File: config.mk
export PLATFORM = sky130hd
export DESIGN_NAME = ahb_lite_ic_n
export DESIGN_NICKNAME = d
export VERILOG_FILES = /design/src/rtl/ahb_ic_pkg.sv /design/src/rtl/ahb_ic_default_sub.sv /design/src/rtl/ahb_lite_ic_n.sv
export SDC_FILE = /design/constraint.sdc
export NUM_CORES = 1
export LEC_CHECK = 0
export ABC_CLOCK_PERIOD_IN_PS = 2900
export CORE_AREA = 2 2 113 115
export DETAILED_ROUTE_END_ITERATION = 6
export DIE_AREA = 0 0 115 117
export DONT_BUFFER_PORTS = 1
export GPL_ROUTABILITY_DRIVEN = 1
export SYNTH_ARGS = -nofsm -noshare
export SYNTH_HDL_FRONTEND = slang
export SYNTH_SLANG_ARGS = --single-unit
File: constraint.sdc
create_clock -name HCLK -period 2.9 [get_ports HCLK]
set_input_delay 0 -clock HCLK [delete_from_list [all_inputs] [get_ports HCLK]]
set_output_delay 0 -clock HCLK [all_outputs]
set_load 0.1 [all_outputs]
File: src/rtl/ahb_ic_pkg.sv
// Shared types and constants for the AHB-Lite N-way interconnect.
//   htrans_t   : AHB transfer type encoding
//   hresp_t    : AHB-Lite response encoding (OKAY / ERROR)
//   ds_state_t : states of the built-in default subordinate
//   DEF_SEL    : all-ones pattern; its low BITS_FOR_SUBORDINATES bits mark
//                "default subordinate" in the data-phase select register
package ahb_ic_pkg;

  typedef enum logic [1:0] {
    HT_IDLE   = 2'b00,
    HT_BUSY   = 2'b01,
    HT_NONSEQ = 2'b10,
    HT_SEQ    = 2'b11
  } htrans_t;

  typedef enum logic [1:0] {
    OKAY  = 2'b00,
    ERROR = 2'b01
  } hresp_t;

  typedef enum logic [1:0] {
    DS_IDLE = 2'b00,
    DS_ERR1 = 2'b01,
    DS_ERR2 = 2'b10
  } ds_state_t;

  // The subordinate count is limited to 2**BITS_FOR_SUBORDINATES - 1, so the
  // all-ones index never names a real subordinate and can stand for DEF.
  localparam logic [15:0] DEF_SEL = 16'hFFFF;

endpackage

File: src/rtl/ahb_ic_default_sub.sv
// Built-in default subordinate: answers any NONSEQ/SEQ transfer with the
// two-cycle AHB ERROR response and any IDLE/BUSY with a zero-wait OKAY.
// Also reused as the error generator for the wait-state timeout override.
// Ports:
//   clk_i    : clock
//   rst_i    : synchronous active-high reset (returns FSM to DS_IDLE)
//   start_i  : an erroring transfer is accepted this cycle
//   hready_o : ready toward the manager
//   hresp_o  : response toward the manager
module ahb_ic_default_sub
  import ahb_ic_pkg::*;
(
  input  logic   clk_i,
  input  logic   rst_i,
  input  logic   start_i,
  output logic   hready_o,
  output hresp_t hresp_o
);

  ds_state_t state_q, state_d;

  always_ff @(posedge clk_i) begin
    if (rst_i) begin
      state_q <= DS_IDLE;
    end else begin
      state_q <= state_d;
    end
  end

  always_comb begin
    state_d  = state_q;
    hready_o = 1'b1;
    hresp_o  = OKAY;
    case (state_q)
      DS_IDLE: begin
        if (start_i) begin
          state_d = DS_ERR1;
        end
      end
      DS_ERR1: begin
        hready_o = 1'b0;
        hresp_o  = ERROR;
        state_d  = DS_ERR2;
      end
      DS_ERR2: begin
        hresp_o = ERROR;
        // HREADY is high here, so a new erroring transfer can be accepted
        // directly and restart the sequence without passing through IDLE.
        state_d = start_i ? DS_ERR1 : DS_IDLE;
      end
      default: begin
        state_d = DS_IDLE;
      end
    endcase
  end

endmodule

File: src/rtl/ahb_lite_ic_n.sv
// AHB-Lite single-manager interconnect for NO_OF_SUBORDINATES subordinates:
// combinational address decoder, registered data-phase response mux and a
// built-in default subordinate for unmapped addresses.
// Optional feature (define AHB_IC_TIMEOUT_EN): wait-state timeout that
// replaces a stalled subordinate's response with a two-cycle ERROR after
// TIMEOUT_CYCLES consecutive wait states.
// Ports:
//   HCLK, HRESET  : clock, synchronous active-high reset
//   HADDR, HTRANS : manager address phase
//   HSEL_S        : one-hot subordinate select (combinational from HADDR)
//   HRDATA_S      : packed subordinate read data, slot i = [i*DW +: DW]
//   HRESP_S       : packed subordinate responses, slot i = [i*2 +: 2]
//   HREADYOUT_S   : subordinate ready outputs
//   HRDATA/HRESP  : muxed data-phase response to the manager
//   HREADY        : muxed ready, also the HREADY input of every subordinate
module ahb_lite_ic_n
  import ahb_ic_pkg::*;
#(
  parameter int ADDR_WIDTH            = 32,
  parameter int DATA_WIDTH            = 32,
  parameter int NO_OF_SUBORDINATES    = 6,
  parameter int BITS_FOR_SUBORDINATES = 3,
  parameter int TIMEOUT_CYCLES        = 16
) (
  input  logic                                     HCLK,
  input  logic                                     HRESET,
  input  logic [ADDR_WIDTH-1:0]                    HADDR,
  input  logic [1:0]                               HTRANS,
  output logic [NO_OF_SUBORDINATES-1:0]            HSEL_S,
  input  logic [NO_OF_SUBORDINATES*DATA_WIDTH-1:0] HRDATA_S,
  input  logic [NO_OF_SUBORDINATES*2-1:0]          HRESP_S,
  input  logic [NO_OF_SUBORDINATES-1:0]            HREADYOUT_S,
  output logic [DATA_WIDTH-1:0]                    HRDATA,
  output logic [1:0]                               HRESP,
  output logic                                     HREADY
);

  localparam int BS   = BITS_FOR_SUBORDINATES;
  localparam int NSLT = 2 ** BS;
  localparam logic [BS-1:0] DEF = DEF_SEL[BS-1:0];

  logic [BS-1:0]         idx;
  logic                  sel_d;
  logic [BS-1:0]         dsel_q, dsel_d;
  logic                  hready_w;
  logic [1:0]            hresp_w;
  logic [DATA_WIDTH-1:0] rdata_w;
  logic                  def_start;
  logic                  def_hready;
  hresp_t                def_hresp;

  // Subordinate buses unpacked into arrays covering every possible index,
  // so dsel_q can index them directly; unused slots read as idle/ready.
  logic [DATA_WIDTH-1:0] rdata_a [NSLT];
  logic [1:0]            resp_a  [NSLT];
  logic                  rdy_a   [NSLT];

  // Address phase: decode
  assign idx = HADDR[ADDR_WIDTH-1 -: BS];

  always_comb begin
    HSEL_S = '0;
    sel_d  = 1'b1;
    for (int i = 0; i < NO_OF_SUBORDINATES; i++) begin
      if (int'(idx) == i) begin
        HSEL_S[i] = 1'b1;
        sel_d     = 1'b0;
      end
    end
  end

  assign dsel_d = sel_d ? DEF : idx;

  // Address -> data phase: target register advances only on HREADY
  always_ff @(posedge HCLK) begin
    if (HRESET) begin
      dsel_q <= DEF;
    end else if (hready_w) begin
      dsel_q <= dsel_d;
    end
  end

  always_comb begin
    for (int i = 0; i < NSLT; i++) begin
      rdata_a[i] = '0;
      resp_a[i]  = OKAY;
      rdy_a[i]   = 1'b1;
    end
    for (int i = 0; i < NO_OF_SUBORDINATES; i++) begin
      rdata_a[i] = HRDATA_S[i*DATA_WIDTH +: DATA_WIDTH];
      resp_a[i]  = HRESP_S[i*2 +: 2];
      rdy_a[i]   = HREADYOUT_S[i];
    end
  end

  assign def_start = sel_d & hready_w & HTRANS[1];

  ahb_ic_default_sub u_def_sub (
    .clk_i    (HCLK),
    .rst_i    (HRESET),
    .start_i  (def_start),
    .hready_o (def_hready),
    .hresp_o  (def_hresp)
  );

`ifdef AHB_IC_TIMEOUT_EN
  localparam int CW = $clog2(TIMEOUT_CYCLES + 1);
  localparam logic [CW-1:0] TMO_MAX = CW'(TIMEOUT_CYCLES);

  logic [CW-1:0] tmo_cnt_q, tmo_cnt_d;
  logic          tmo_start;
  logic          tmo_hready;
  hresp_t        tmo_hresp;

  // Counts consecutive wait states inserted by an external subordinate and
  // saturates; any completed data phase clears it.
  always_comb begin
    tmo_cnt_d = tmo_cnt_q;
    if (hready_w) begin
      tmo_cnt_d = '0;
    end else if ((dsel_q != DEF) && !rdy_a[dsel_q] && (tmo_cnt_q != TMO_MAX)) begin
      tmo_cnt_d = tmo_cnt_q + CW'(1);
    end
  end

  always_ff @(posedge HCLK) begin
    if (HRESET) begin
      tmo_cnt_q <= '0;
    end else begin
      tmo_cnt_q <= tmo_cnt_d;
    end
  end

  // Fire once, on the edge where the limit is reached, so the ERROR
  // sequence starts in the cycle the count shows TIMEOUT_CYCLES.
  assign tmo_start = (tmo_cnt_d == TMO_MAX) && (tmo_cnt_q != TMO_MAX);

  ahb_ic_default_sub u_tmo_sub (
    .clk_i    (HCLK),
    .rst_i    (HRESET),
    .start_i  (tmo_start),
    .hready_o (tmo_hready),
    .hresp_o  (tmo_hresp)
  );
`else
  logic unused_tmo_cfg;
  assign unused_tmo_cfg = (TIMEOUT_CYCLES > 0);
`endif

  // Data phase: response mux
  always_comb begin
    if (dsel_q == DEF) begin
      hready_w = def_hready;
      hresp_w  = def_hresp;
      rdata_w  = '0;
    end else begin
      hready_w = rdy_a[dsel_q];
      hresp_w  = resp_a[dsel_q];
      rdata_w  = rdata_a[dsel_q];
    end
`ifdef AHB_IC_TIMEOUT_EN
    // The override owns the bus for its two ERROR cycles; whatever the
    // stalled subordinate drives meanwhile is ignored.
    if (tmo_hresp == ERROR) begin
      hready_w = tmo_hready;
      hresp_w  = tmo_hresp;
      rdata_w  = '0;
    end
`endif
  end

  assign HREADY = hready_w;
  assign HRESP  = hresp_w;
  assign HRDATA = rdata_w;

  logic unused_bits;
  assign unused_bits = ^{HADDR[ADDR_WIDTH-BS-1:0], HTRANS[0]};

endmodule

==> impl_metrics.csv <==
group,metric,value,unit
timing,setup_viol,0,
floorplanning,num_io_pins,287,
synthesis,synth_cell_types,30,
clock_tree,postCtsSetupRepairBufs,0,
floorplanning,die_area,13500,µm²
critical_path,reg2regPathDepth,3,
synthesis,yosysWarningCount,0,
layout,synthToLayoutAreaGrowth,43.6,%
job,maxCapViolations,0,
floorplanning,start_util,16.0,%
place,place_area,2720,µm²
place,port_buffers,0,
critical_path,cp_max_fo,21,
global_routing,grt_usage,12.1,%
critical_path,rr_endpoint,"u_def_sub.state_q[1]",
critical_path,start_kind,"flop",
route,avgRoutedWirePerCell,25.6,µm
route,dr.pass1.iters,4,
timing,slew_headroom,35.4,%
timing,post-route-period-util,74.1,%
synthesis,yosysMostFrequentCell,"mux2i_1",
global_routing,antenna_found_initial,0,
layout,drive_gt1_share,62.7,%
synthesis,synthFlopType,"dfxtp_1",
critical_path,path_class,"reg2out",
pwr,power_density,679,nW/µm²
synthesis,synthesis.area,1970,µm²
critical_path,r2r_start,"dsel_q[1]",
timing,slew_violations,0,
synthesis,synth_top_cell_area_share,40.0,%
clock_tree,ctsResizeCount,0,
synthesis,synth_area_leader_cell,"mux4_2",
pwr,total_power,1920,µW
route,antenna_left,0,
clock_tree,cts.path.max_buffers,2,
synthesis,yosysSeqAreaShare,5.08,%
clock_tree,clock_sinks,5,
clock_tree,root_buffer,"clkbuf_16",
global_routing,grt_pass1_vias,1928,
floorplanning,coreArea,12300,µm²
critical_path,endpoint_kind,"output port",
hold_path,hold_depth,3,
run_status,status,"complete, no violations",
clock_tree,clkTransAtPathRegs,0.03,ns
clock_tree,htreeDepth,1,
global_routing,grt_pass1_wl,12000,µm
synthesis,yosys-top-cells-area,"mux4_2 40%, mux2i_1 18%, o2bb2ai_1 15%",
route,drc_errors,0,
timing,fmax,466,MHz
timing,final.setup.tns,0,ns
pwr,vdd_drop_max,0.300,mV
route,vias,1846,
layout,final_core_util,23.0,%
clock_tree,cts_hold_buf,3,
layout,num_antenna_cells,0,
floorplanning,rows,41,
timing,finClkSkew,0.00118,ns
global_routing,grt_max_degree,35,
synthesis,ys_seq_elements,5,
layout,fin_area,2830,µm²
critical_path,rrSetupSlack,0.85,ns
synthesis,synth_nets,424,
layout,fin_nets,456,
timing,hold_viol,0,
floorplanning,die_w,115,µm
hold_path,holdPathEnd,"dsel_q[0]",
synthesis,synth_common_cells,"36 x mux2i_1, 35 x mux4_2, 33 x o2bb2ai_1",
clock_tree,cts_buffers,3,
place,dp_cells,347,
hold_path,holdCritPathClass,"in2reg",
route,drt_iter0_drc,45,
synthesis,synth_edf_count,0,
route,drt-vias-per-instance,5.21,
timing,tightest_slew,0.972,ns
clock_tree,clk_latency,0.23,ns
route,wl,9070,µm
place,gp_congestion,0.797,
layout,finalNonFillerCells,354,
clock_tree,tritoncts,"yes",
timing,rsz0062_at_grt,"false",
floorplanning,die_h,117,µm
synthesis,netlist_instances,173,
timing,final.min_clock_period,2.15,ns
global_routing,grt_overflow,0,
pwr,p_leak,0.00119,µW
hold_path,min-delay-start,"HADDR[29]",
critical_path,arrival,2.15,ns
place,dp.final_hpwl,7910,µm
synthesis,syn_avg_cell_area,11.4,µm²
critical_path,cp.required,2.90,ns
synthesis,synthArstFlopShare,0,%
-- per-layer routing --
| layer | vias to the layer above | track usage, % | wire length, µm |
|---|---|---|---|
| met1 | 910 | 14.8 | 3490 |
| met5 | - | 0 | 0 |
| met3 | 2 | 2.42 | 710 |
| met2 | 124 | 22.5 | 4840 |
| met4 | 0 | 1.20 | 27 |
| li1 | 810 | - | - |
-- through the flow --
step                      hold slack (ns)  setup WS (ns)
final                              0.0108          0.752
after global routing               0.0187          0.580
after CTS                         0.00836          0.721
after detailed placement            0.100          0.828
after global placement             0.0965          0.866
after floorplan                    0.0860          0.445
-- how the worst max path moves through the flow --
stage,start,to,slack (ns),cells after the start
2_1_floorplan,dsel_q[0],HRDATA[0],0.45,5
3_3_place_gp,dsel_q[1],u_def_sub.state_q[1],0.87,3
3_5_place_dp,dsel_q[1],u_def_sub.state_q[1],0.83,3
4_1_cts,dsel_q[1],HRESP[0],0.72,6
5_1_grt,dsel_q[1],HRESP[0],0.58,6
6_report,dsel_q[1],HRESP[0],0.75,6
-- state kept, by name (all words and copies together), names as in the netlist --
signal,cells
u_def_sub.state_q,2
dsel_q,3
-- kinds of logic (layout without fill, tap and decap cells) --
group | count (synthesis) | count (layout) | synth area share [%]
compound gates | 49 | 49 | 22.0
fa+ha+maj | 5 | 5 | 3.18
buf+inv | 27 | 58 | 6.48
flops | 5 | 5 | 5.08
mux | 71 | 71 | 58.3
simple gates | 16 | 16 | 4.96
-- cell type report --
cell class	instances	area [µm²]
Clock buffer	4	78.8
Fill cell	1320	9480
Inverter	7	26.3
Multi-Input combinational cell	141	1970
Sequential cell	5	105
Tap cell	150	188
Timing Repair Buffer	47	455
-- critical path, stage by stage, from the launching register on --
cell	delay [ns]
dfxtp_2	0.64
buf_4	0.39
mux2i_1	0.24
nor2_1	0.06
a31oi_1	0.24
a21oi_2	0.09
buf_4	0.24
-- layout by cell type, fill, tap and decap left out, types with 2 or more instances in the layout --
cell and n:
and3_1 2, and3b_1 2, buf_12 2, buf_4 38, clkbuf_16 7, dfxtp_1 3, dlygate4sd3_1 3, ha_1 5
inv_1 5, inv_2 2, mux2i_1 36, mux4_2 35, nor2_1 3, nor3b_2 3, o211ai_1 7, o2bb2ai_2 33
-- where the power goes --
part / switching (µW) / leakage [µW] / total, µW / internal [µW]
registers: 38.9 / 0.0000410 / 117 / 78.0
logic: 1120 / 0.00111 / 1570 / 453
clock network: 46.8 / 0.0000382 / 229 / 182
Note: power is estimated with default switching activity, not from simulation.
